## config.mk

```make
export PLATFORM = sky130hd
export DESIGN_NAME = dmem_port_arbiter
export DESIGN_NICKNAME = d
export VERILOG_FILES = /design/src/rtl/dmem_port_arbiter_pkg.sv /design/src/rtl/dmem_port_arbiter.sv
export SDC_FILE = /design/constraint.sdc
export NUM_CORES = 1
export LEC_CHECK = 0
export ABC_AREA = 1
export CORE_AREA = 2 2 99 101
export DETAILED_ROUTE_END_ITERATION = 12
export DIE_AREA = 0 0 101 103
export GPL_ROUTABILITY_DRIVEN = 0
export PLACE_DENSITY_LB_ADDON = 0.08
export SLEW_MARGIN = 20
export SYNTH_ARGS = -nofsm -noshare
export SYNTH_HDL_FRONTEND = slang
export SYNTH_SLANG_ARGS = --single-unit
```

## constraint.sdc

```tcl
create_clock -name clk -period 2.4 [get_ports clk]
set_clock_uncertainty 0.1 [all_clocks]
set_input_delay 0.6 -clock clk [delete_from_list [all_inputs] [get_ports clk]]
set_output_delay 0.6 -clock clk [all_outputs]
set_load 0.01 [all_outputs]
```

## src/rtl/dmem_port_arbiter_pkg.sv

```systemverilog
// Shared types for the data-memory port arbiter: read-return owner tag,
// arbitration FSM states and default sizing constants.
package BasicTypes;

    typedef enum logic [1:0] {
        OWN_NONE,
        OWN_PIPE,
        OWN_DBG
    } owner_e;

    typedef enum logic [1:0] {
        ST_PIPE,
        ST_DBG_ONE,
        ST_DBG_LOCK
    } arb_state_e;

    localparam int LINE_W_DEFAULT     = 14;
    localparam int STARVE_MAX_DEFAULT = 8;

endpackage

```

## src/rtl/dmem_port_arbiter.sv

```systemverilog
// Single-port data-memory arbiter between the pipeline and a loader/debug
// requester, with starvation forcing, locked debug bursts and read-return routing.
module dmem_port_arbiter
    import BasicTypes::*;
#(
    parameter int LINE_W     = LINE_W_DEFAULT,
    parameter int STARVE_MAX = STARVE_MAX_DEFAULT
) (
    input  logic              clk,
    input  logic              rst,
    input  logic              pipeReq,
    input  logic [3:0]        pipeWe,
    input  logic [LINE_W-1:0] pipeLine,
    input  logic [31:0]       pipeWData,
    output logic              pipeStall,
    output logic [31:0]       pipeRData,
    output logic              pipeRValid,
    input  logic              dbgReq,
    input  logic              dbgLock,
    input  logic [3:0]        dbgWe,
    input  logic [LINE_W-1:0] dbgLine,
    input  logic [31:0]       dbgWData,
    output logic              dbgGnt,
    output logic [31:0]       dbgRData,
    output logic              dbgRValid,
    output logic [3:0]        memWe,
    output logic [LINE_W-1:0] memLine,
    output logic [31:0]       memWData,
    input  logic [31:0]       memRData
);

    localparam int CNT_W = (STARVE_MAX < 2) ? 1 : $clog2(STARVE_MAX + 1);
    localparam logic [CNT_W-1:0] STARVE_LIM = CNT_W'(STARVE_MAX);

    arb_state_e        state_q, state_d;
    logic [CNT_W-1:0]  starve_q, starve_d;
    owner_e            owner_q, owner_d;

    logic              grant_pipe;
    logic              grant_dbg;
    logic              stall_raw;
    logic [3:0]        we_raw;
    logic [LINE_W-1:0] line_raw;
    logic [31:0]       wdata_raw;

    always_comb begin
        state_d    = state_q;
        starve_d   = '0;
        grant_pipe = 1'b0;
        grant_dbg  = 1'b0;
        stall_raw  = 1'b0;

        case (state_q)
            ST_PIPE: begin
                if (pipeReq) begin
                    grant_pipe = 1'b1;
                    if (dbgReq) begin
                        starve_d = (starve_q == STARVE_LIM) ? starve_q
                                                            : starve_q + CNT_W'(1);
                        if (starve_d == STARVE_LIM) begin
                            state_d = dbgLock ? ST_DBG_LOCK : ST_DBG_ONE;
                        end
                    end
                end else if (dbgReq) begin
                    grant_dbg = 1'b1;
                    if (dbgLock) begin
                        state_d = ST_DBG_LOCK;
                    end
                end
            end
            ST_DBG_ONE: begin
                grant_dbg = 1'b1;
                stall_raw = pipeReq;
                state_d   = ST_PIPE;
            end
            ST_DBG_LOCK: begin
                grant_dbg = dbgReq;
                stall_raw = pipeReq;
                if (!dbgLock) begin
                    state_d = ST_PIPE;
                end
            end
            default: begin
                state_d = ST_PIPE;
            end
        endcase
    end

    // Idle cycles park the address/data buses at zero so the memory sees a quiet port.
    always_comb begin
        we_raw    = '0;
        line_raw  = '0;
        wdata_raw = '0;
        owner_d   = OWN_NONE;
        if (grant_pipe) begin
            we_raw    = pipeWe;
            line_raw  = pipeLine;
            wdata_raw = pipeWData;
            owner_d   = (pipeWe == 4'h0) ? OWN_PIPE : OWN_NONE;
        end else if (grant_dbg) begin
            we_raw    = dbgWe;
            line_raw  = dbgLine;
            wdata_raw = dbgWData;
            owner_d   = (dbgWe == 4'h0) ? OWN_DBG : OWN_NONE;
        end
    end

    always_ff @(posedge clk or negedge rst) begin
        if (!rst) begin
            state_q  <= ST_PIPE;
            starve_q <= '0;
            owner_q  <= OWN_NONE;
        end else begin
            state_q  <= state_d;
            starve_q <= starve_d;
            owner_q  <= owner_d;
        end
    end

    // Strobes are masked by reset so nothing reaches memory or requesters while held.
    assign pipeStall  = rst & stall_raw;
    assign dbgGnt     = rst & grant_dbg;
    assign memWe      = rst ? we_raw : 4'h0;
    assign memLine    = line_raw;
    assign memWData   = wdata_raw;

    assign pipeRValid = (owner_q == OWN_PIPE);
    assign dbgRValid  = (owner_q == OWN_DBG);
    assign pipeRData  = memRData;
    assign dbgRData   = memRData;

endmodule

```

==> results of run 1 <==
-- final cells by class --
type                    count  area share, %
clock buffers               3           1.31
repair buffers            185           51.4
well taps                 114           4.53
flip-flops and latches      8           6.36
inverters                  18           2.23
multi-input cells         202           34.1
-- synth_stat cells --
cell | number | area, um^2
nand2_1 | 114 | 428
buf_4 | 65 | 488
o21ai_0 | 27 | 135
inv_1 | 16 | 60.1
o21ai_1 | 14 | 70.1
nand3_1 | 13 | 65.1
buf_2 | 9 | 45.0
dfrtp_1 | 8 | 200
nor2_1 | 8 | 30.0
ha_1 | 6 | 75.1
o21ai_2 | 6 | 52.6
a21oi_1 | 4 | 20.0
buf_6 | 3 | 33.8
inv_2 | 2 | 7.51
nand4_1 | 2 | 12.5
nor3_1 | 2 | 10.0
o31ai_1 | 2 | 15.0
a31oi_1 | 1 | 6.26
clkbuf_1 | 1 | 3.75
clkbuf_2 | 1 | 5.00
nand2_2 | 1 | 6.26
nor2_4 | 1 | 11.3
nor4_1 | 1 | 6.26
-- sequential cells by signal, summed over array words and instances, names as in the netlist --
| signal | count |
|---|---|
| state_q | 2 |
| owner_q | 2 |
| starve_q | 4 |
-- worst register-to-register path, cell delays in order (launching register included) --
cell	delay [ps]
dfrtp_1	390
buf_6	130
ha_4	160
buf_4	120
buf_4	120
nand2_1	50
o21ai_0	70
a31oi_1	220
nand2_1	110
nand2_1	60
nand2_1	50
-- metal layers --
| metal | wire (um) | track usage [%] | vias to the layer above |
|---|---|---|---|
| li1 | - | - | 1130 |
| met1 | 2690 | 14.5 | 968 |
| met5 | 0 | 0 | - |
| met2 | 3740 | 23.0 | 101 |
| met3 | 509 | 2.85 | 19 |
| met4 | 125 | 3.64 | 0 |
-- report_power, final --
part | internal, W | switching, W
clock | 0.000109 | 0.0000523
combinational | 0.000873 | 0.000992
sequential | 0.000154 | 0.0000177
total | 0.00114 | 0.00106
-- logic make-up (layout without fill, tap and decap cells) --
family	count (synthesis)	count (layout)
DFF	8	8
AOI/OAI and AO/OA	54	54
and+or+nand+nor	142	142
adders and majority gates	6	6
buffers and inverters	97	206
-- layout by cell type, fill, tap and decap left out, drive strengths merged, types with 2 or more instances in the layout --
master         count
nand2            115
nor3               2
dfrtp              8
nand4              2
nand3             13
o31ai              2
a21oi              4
clkdlybuf4s15      2
clkbuf            11
nor2               9
inv               18
buf               70
o21ai             47
clkdlybuf4s50    103
ha                 6
-- per-stage QoR --
stage               setup TNS (ps)  area, um^2
floorplan                        0        1790
global placement            -32890        3130
detailed placement          -33110        3130
CTS                          -1540        3100
global route                 -1320        3150
finish                        -182        3150
-- final timing paths --
kind	end	slack, ps	cells past startpoint
min in group clk	starve_q[2]	500	2
max	dbgGnt	-70	10
max reg2reg	state_q[0]	710	10
min reg2reg	starve_q[2]	500	2
max in group asynchronous	owner_q[0]	1810	2
min	starve_q[2]	250	2
-- repair_timing --
item / in CTS / in global routing
pin swaps: 4 / 6
cloned: 1 / 0
buffers inserted: 3 / 3
resized for setup: 211 / 49
setup endpoints to repair: 52 / 51
==> impl_metrics.json, run 1 <==
{
  "cpMostUsedCell": "buf_6",
  "placed_cells": 522,
  "synthMuxAreaShare_pct": 0,
  "slew_violations": 0,
  "fillers": 1071,
  "grt_max_degree": 30,
  "cap_violations": 0,
  "wire_per_inst_um": 13.3,
  "grt_pass1_wl_um": 10400,
  "drtAntennaViolNets": 0,
  "critPathKind": "register to output pin",
  "cts_hold_buf": 0,
  "syn_avg_cell_area_um2": 5.82,
  "clock_latency_ps": 230,
  "rows": 36,
  "core_um2": 9460,
  "cts_buffer_depth": 2,
  "synth_cell_types": 23,
  "ios": 255,
  "max_slew_margin_pct": 83.0,
  "hold_viol": 0,
  "p_leak_nw": 1.49,
  "min_period_ps": 2470,
  "setup_viol": 5,
  "clock-sinks": 8,
  "netlist_area_um2": 1790,
  "critPathCaptureType": "output pin",
  "cp-start-kind": "register",
  "clockRootBuffer": "clkbuf_8",
  "synthesis.nets": 450,
  "via_per_inst": 4.18,
  "multiInputGateArea_um2": 1070,
  "ys_ff_latch": 8,
  "tritoncts": "done",
  "vdd_ir_drop_max_mv": 0.218,
  "path_delay_family": "buffers and inverters",
  "grt_use_total_pct": 12.5,
  "hold_path_class": "input pin to async pin",
  "worst_slack_ps": -72.1,
  "timing.hold.ws_ps": 247,
  "utilization_pct": 33.3,
  "power_density_nw_per_um2": 699,
  "dp_hpwl_um": 5660,
  "cp.arrival_ps": 1770,
  "synth_top_family_by_area": "buffers and inverters",
  "reg2reg_from": "state_q[1]",
  "finalPower_w": 0.00220,
  "critical_path_required_ps": 1700,
  "drc_errors": 0,
  "yosys_warnings": 0,
  "drive_gt1_share_pct": 26.9,
  "num_vias": 2218,
  "regArea_um2": 200,
  "status": "complete, but fails checks",
  "crit_path_top_delay_cell": "dfrtp_1",
  "synth-compound-area-share_pct": 16.7,
  "dieArea_um2": 10400,
  "num_antenna_cells": 0,
  "post-place-ws_ps": -708,
  "grt_overflow": 0,
  "final_cells": 530,
  "path_cells": "buf_6 > ha_4 > a21oi_4 > nand2_4 > nand2_8 > nor2_4 > buf_4 > buf_6 > buf_4 > buf_6",
  "violations": "negative setup slack",
  "cp_max_fo": 5,
  "start_util_pct": 18.9,
  "synth_simple_gate_area_share_pct": 31.9,
  "synth_cells": 307,
  "routed_wl_um": 7070,
  "fp.dieH_um": 103,
  "cp-startpoint": "state_q[1]",
  "antenna_found_initial": 0,
  "worst_slew_pin_slew_ps": 252,
  "worst-path-buf-inv": 5,
  "syn_to_final_growth_pct": 76.1,
  "die_x_um": 101,
  "drtIter0Drc": 56,
  "slowest_delay_ps": 390,
  "cts_max_level": 1,
  "final_net_count": 561,
  "rsz0062_at_grt": "yes",
  "synth-adder-area-share_pct": 4.20,
  "synth_xor_area_share_pct": 0,
  "numCtsBuffers": 3,
  "drt_first_pass_iters": 4,
  "grt_pass1_vias": 2114,
  "io_buffers": 158,
  "fmax_ghz": 0.405,
  "fin_crit_sh_pct": 103,
  "ys_seq_area_share_pct": 11.2,
  "path_clk_slew_ps": 40
}
No activity file was read; power rests on OpenSTA's default activity.
==> run 2: changes to the inputs <==
--- a/config.mk
+++ b/config.mk
@@ -6,9 +6,9 @@
 export NUM_CORES = 1
 export LEC_CHECK = 0
 export ABC_AREA = 1
-export CORE_AREA = 2 2 99 101
+export CORE_AREA = 3 3 97 99
 export DETAILED_ROUTE_END_ITERATION = 12
-export DIE_AREA = 0 0 101 103
+export DIE_AREA = 0 0 100 102
 export GPL_ROUTABILITY_DRIVEN = 0
 export PLACE_DENSITY_LB_ADDON = 0.08
 export SLEW_MARGIN = 20
==> impl_metrics.json, run 2 (synthesized netlist as in run 1, its figures left out) <==
{
  "status": "complete, but fails checks",
  "violations": "negative setup slack",
  "setup_viol": 1,
  "cap_violations": 0,
  "min_period_ps": 2410,
  "path_clk_slew_ps": 40,
  "die_x_um": 100,
  "routed_wl_um": 8060,
  "regArea_um2": 200,
  "cts_max_level": 1,
  "hold_viol": 0,
  "multiInputGateArea_um2": 1060,
  "path_cells": "clkdlybuf4s15_1 > nand3_4 > nand2_4 > nand2_8 > nor2_4 > nand3_2 > o31ai_2 > buf_2",
  "grt_use_total_pct": 14.0,
  "dp_hpwl_um": 5970,
  "drtIter0Drc": 15,
  "grt_max_degree": 45,
  "grt_overflow": 0,
  "p_leak_nw": 1.50,
  "cp.arrival_ps": 1710,
  "fmax_ghz": 0.415,
  "antenna_found_initial": 0,
  "final_net_count": 560,
  "setup_tns_ps": -8.21,
  "syn_to_final_growth_pct": 77.9,
  "drive_gt1_share_pct": 26.7,
  "reg2reg_from": "state_q[1]",
  "grt_pass1_wl_um": 11200,
  "cp-start-kind": "input pin",
  "top_regs": "starve_q (4), owner_q (2), state_q (2)",
  "clock_latency_ps": 230,
  "rsz0062_at_grt": "yes",
  "cp_max_fo": 7,
  "mostFrequentLayoutCell": "nand2_1",
  "hold_path_startpoint": "state_q[1]",
  "worst-path-buf-inv": 2,
  "io_buffers": 158,
  "crit_path_top_delay_cell": "clkdlybuf4s15_1",
  "vdd_ir_drop_max_mv": 0.252,
  "max_slew_margin_pct": 81.0,
  "slew_violations": 0,
  "cts_buffer_depth": 2,
  "slowest_delay_ps": 290,
  "rows": 34,
  "fin_crit_sh_pct": 100,
  "dieArea_um2": 10200,
  "cp-startpoint": "dbgReq",
  "drtAntennaViolNets": 0,
  "grt_pass1_vias": 2124,
  "power_density_nw_per_um2": 747,
  "critPathKind": "input pin to output pin",
  "start_util_pct": 20.7,
  "largest_reg_flops": 4,
  "hold_path_class": "register to register",
  "tritoncts": "done",
  "fillers": 940,
  "via_per_inst": 4.12,
  "drt_first_pass_iters": 4,
  "drc_errors": 0,
  "worst_slack_ps": -8.21,
  "final_cell_mix": "nand2_1 (112), clkdlybuf4s50_1 (104), buf_2 (51), o21ai_1 (20)",
  "worst_slew_pin_slew_ps": 283,
  "path_delay_family": "simple AND/OR/NAND/NOR gates",
  "fp.dieH_um": 102,
  "num_vias": 2154,
  "ios": 255,
  "regMostFlops": "starve_q",
  "critPathCaptureType": "output pin",
  "clockRootBuffer": "clkbuf_8",
  "wire_per_inst_um": 15.4,
  "clock-sinks": 8,
  "num_antenna_cells": 0,
  "timing.hold.ws_ps": 445,
  "numCtsBuffers": 3,
  "core_um2": 8640,
  "critical_path_required_ps": 1700
}
## run 2: changes by cell type in the layout (fill, tap and decap cells not counted), moves of 3 or more
cell,previous run,this run
buf_2,41,51
buf_6,8,3
clkbuf_2,8,0
o21ai_1,17,20
o21ai_0,18,14
## run 2: metrics by stage
stage / area (um^2) / total power (W) / utilization (%) / instances / setup WS, ps
after global routing: 3180 / 0.00259 / 36.8 / 523 / -111
after floorplan: 1790 / 0.00113 / - / 307 / 337
after detailed placement: 3110 / 0.00208 / 36.0 / 513 / -682
after CTS: 3110 / 0.00238 / 36.0 / 523 / -82.4
after global placement: 3110 / 0.00209 / 36.0 / 513 / -696
final: 3180 / 0.00237 / 36.8 / 523 / -8.21
## run 2: final cells by class
| cell class | count | share of cell area, % |
|---|---|---|
| well taps | 108 | 4.25 |
| flip-flops and latches | 8 | 6.30 |
| repair buffers | 184 | 52.5 |
| multi-input cells | 202 | 33.3 |
| clock buffers | 3 | 1.30 |
| inverters | 18 | 2.28 |
## run 2: path summary, 6_finish.rpt
path / cells after the start / slack (ps) / end
max: 8 / -8 / memWe[2]
min: 2 / 450 / state_q[1]
max reg2reg: 9 / 740 / state_q[1]
min reg2reg: 2 / 450 / state_q[1]
max in group asynchronous: 2 / 1420 / owner_q[1]
min in group asynchronous: 2 / 640 / starve_q[0]
## run 2: worst min-delay path, stage by stage, from the launching register on
cell     delay, ps
dfrtp_1        400
nand2_1         70
nand2_1         40
## run 2: routing by layer
metal / track usage [%] / part of all wire (%) / up-vias
li1: - / - / 1128
met1: 15.5 / 37 / 921
met2: 26.6 / 55 / 89
met3: 3.55 / 7.3 / 16
met4: 3.32 / 1.1 / 0
met5: 0 / 0 / -
## run 2: power by group
part | internal (W) | switching (W)
Combinational | 0.000975 | 0.00107
Clock | 0.000108 | 0.0000498
Sequential | 0.000154 | 0.0000194
Total | 0.00124 | 0.00114
## run 2: what timing repair did
action / 4_1_cts / 5_1_grt
resized for setup: 244 / 20
gates cloned: 4 / 2
hold buffers: 0 / 0
buffers inserted: 3 / 0
pin swaps: 3 / 4
endpoints found under the setup margin: 52 / 51
==> run 3: changes to the inputs <==
--- a/config.mk
+++ b/config.mk
@@ -11,6 +11,7 @@
 export DIE_AREA = 0 0 100 102
 export GPL_ROUTABILITY_DRIVEN = 0
 export PLACE_DENSITY_LB_ADDON = 0.08
+export REMOVE_ABC_BUFFERS = 1
 export SLEW_MARGIN = 20
 export SYNTH_ARGS = -nofsm -noshare
 export SYNTH_HDL_FRONTEND = slang
==> impl_metrics.json, run 3 (synthesized netlist as in run 1, its figures left out) <==
{
  "status": "complete, but fails checks",
  "violations": "negative setup slack",
  "tritoncts": "done",
  "hold_path_startpoint": "state_q[1]",
  "dieArea_um2": 10200,
  "ios": 255,
  "num_vias": 2426,
  "cpMostUsedCell": "buf_6",
  "fin_crit_sh_pct": 104,
  "drt_first_pass_iters": 4,
  "final_cell_mix": "clkdlybuf4s50_1 (104), nand2_1 (97), buf_2 (42), o21ai_1 (28), o21ai_2 (15)",
  "max_slew_margin_pct": 83.3,
  "routed_wl_um": 11000,
  "grt_use_total_pct": 18.8,
  "dp_hpwl_um": 8270,
  "critPathKind": "register to output pin",
  "path_clk_slew_ps": 40,
  "numCtsBuffers": 3,
  "design_area_um2": 3610,
  "core_um2": 8640,
  "grt_max_degree": 30,
  "cp-start-kind": "register",
  "post-place-ws_ps": -759,
  "die_x_um": 100,
  "cp_max_fo": 9,
  "grt_pass1_wl_um": 14300,
  "rsz0062_at_grt": "yes",
  "path_cells": "buf_6 > ha_4 > a21oi_2 > nand2_2 > nand2_4 > buf_6 > bufbuf_16 > o21ai_1 > buf_2",
  "r2r_slack_ps": 750,
  "path_delay_family": "buffers and inverters",
  "clock_latency_ps": 220,
  "finalPower_w": 0.00277,
  "cap_violations": 0,
  "setup_tns_ps": -807,
  "p_leak_nw": 1.69,
  "drtIter0Drc": 69,
  "min_period_ps": 2490,
  "grt_overflow": 0,
  "power_density_nw_per_um2": 768,
  "drc_errors": 0,
  "start_util_pct": 20.7,
  "drive_gt1_share_pct": 34.9,
  "syn_to_final_growth_pct": 102,
  "hold_path_class": "register to register",
  "vdd_ir_drop_max_mv": 0.323,
  "timing.hold.ws_ps": 491,
  "critPathCaptureType": "output pin",
  "top_regs": "starve_q (4), owner_q (2), state_q (2)",
  "regMostFlops": "starve_q",
  "worst_slew_pin_slew_ps": 249,
  "worst-path-buf-inv": 4,
  "cts_max_level": 1,
  "cp.arrival_ps": 1790,
  "crit_path_top_delay_cell": "dfrtp_1",
  "mostFrequentLayoutCell": "clkdlybuf4s50_1",
  "io_buffers": 158,
  "critical_path_required_ps": 1700,
  "largest_reg_flops": 4,
  "worst_slack_ps": -92.3,
  "setup_viol": 13,
  "wire_per_inst_um": 20.4,
  "final_net_count": 575,
  "grt_pass1_vias": 2324,
  "placed_area_um2": 3130,
  "slew_violations": 0,
  "via_per_inst": 4.51,
  "num_antenna_cells": 0,
  "fp.dieH_um": 102,
  "clockRootBuffer": "clkbuf_8",
  "rows": 34,
  "fmax_ghz": 0.401,
  "cp-startpoint": "state_q[0]",
  "hold_viol": 0,
  "cts_buffer_depth": 2,
  "slowest_delay_ps": 410,
  "clock-sinks": 8,
  "reg2reg_from": "state_q[1]",
  "drtAntennaViolNets": 0,
  "antenna_found_initial": 0
}
## run 3: path summary, 6_finish.rpt
| check | cells past startpoint | endpoint |
|---|---|---|
| worst min-delay path | 2 | state_q[1] |
| max in group asynchronous | 2 | state_q[1] |
| min in group asynchronous | 2 | starve_q[1] |
| worst max register to register | 10 | state_q[1] |
| worst max-delay path | 9 | memWData[24] |
| worst min register to register | 2 | state_q[1] |
## run 3: layout make-up
type                    count  area, um^2
fillers                   911        5030
repair buffers            197        1950
multi-input cells         203        1180
flip-flops and latches      8         201
well taps                 108         135
inverters                  18        82.6
clock buffers               3        41.3
repair inverters            1        16.3
## run 3: per-stage QoR
step / util, % / std cells
6_report: 41.8 / 538
5_1_grt: 41.8 / 538
4_1_cts: 37.8 / 524
3_5_place_dp: 36.2 / 514
3_3_place_gp: 36.2 / 514
2_1_floorplan: - / 228
## run 3: where the power goes
part,internal [W],switching [W],leakage (nW),total (W)
registers,0.000156,0.0000304,0.108,0.000186
logic,0.00124,0.00119,1.56,0.00243
clock network,0.000108,0.0000497,0.0216,0.000158
total,0.00150,0.00127,1.69,0.00277
## run 3: routing by layer
metal  GRT usage (%)  up-vias  share of wire [%]
li1                -     1166                  -
met1            22.9     1078                 39
met2            26.2      170                 45
met3            13.5        8                 15
met4            3.42        4               0.79
met5            9.13        -               0.81
## run 3: repair_timing
action,4_1_cts,5_1_grt
hold buffers,0,0
gates cloned,3,10
buffers inserted,4,6
setup endpoints to repair,52,52
pin swaps,9,11
gates resized for setup,199,142
## run 3: worst reg2reg max path, cell delays in order (launching register included)
cell     delay, ps
dfrtp_2        440
inv_4           70
ha_4           160
buf_6          140
nand2_8        130
inv_12          60
buf_4          150
nand2_1        110
nand2_1         80
nand2_1         60
nand2_1         40
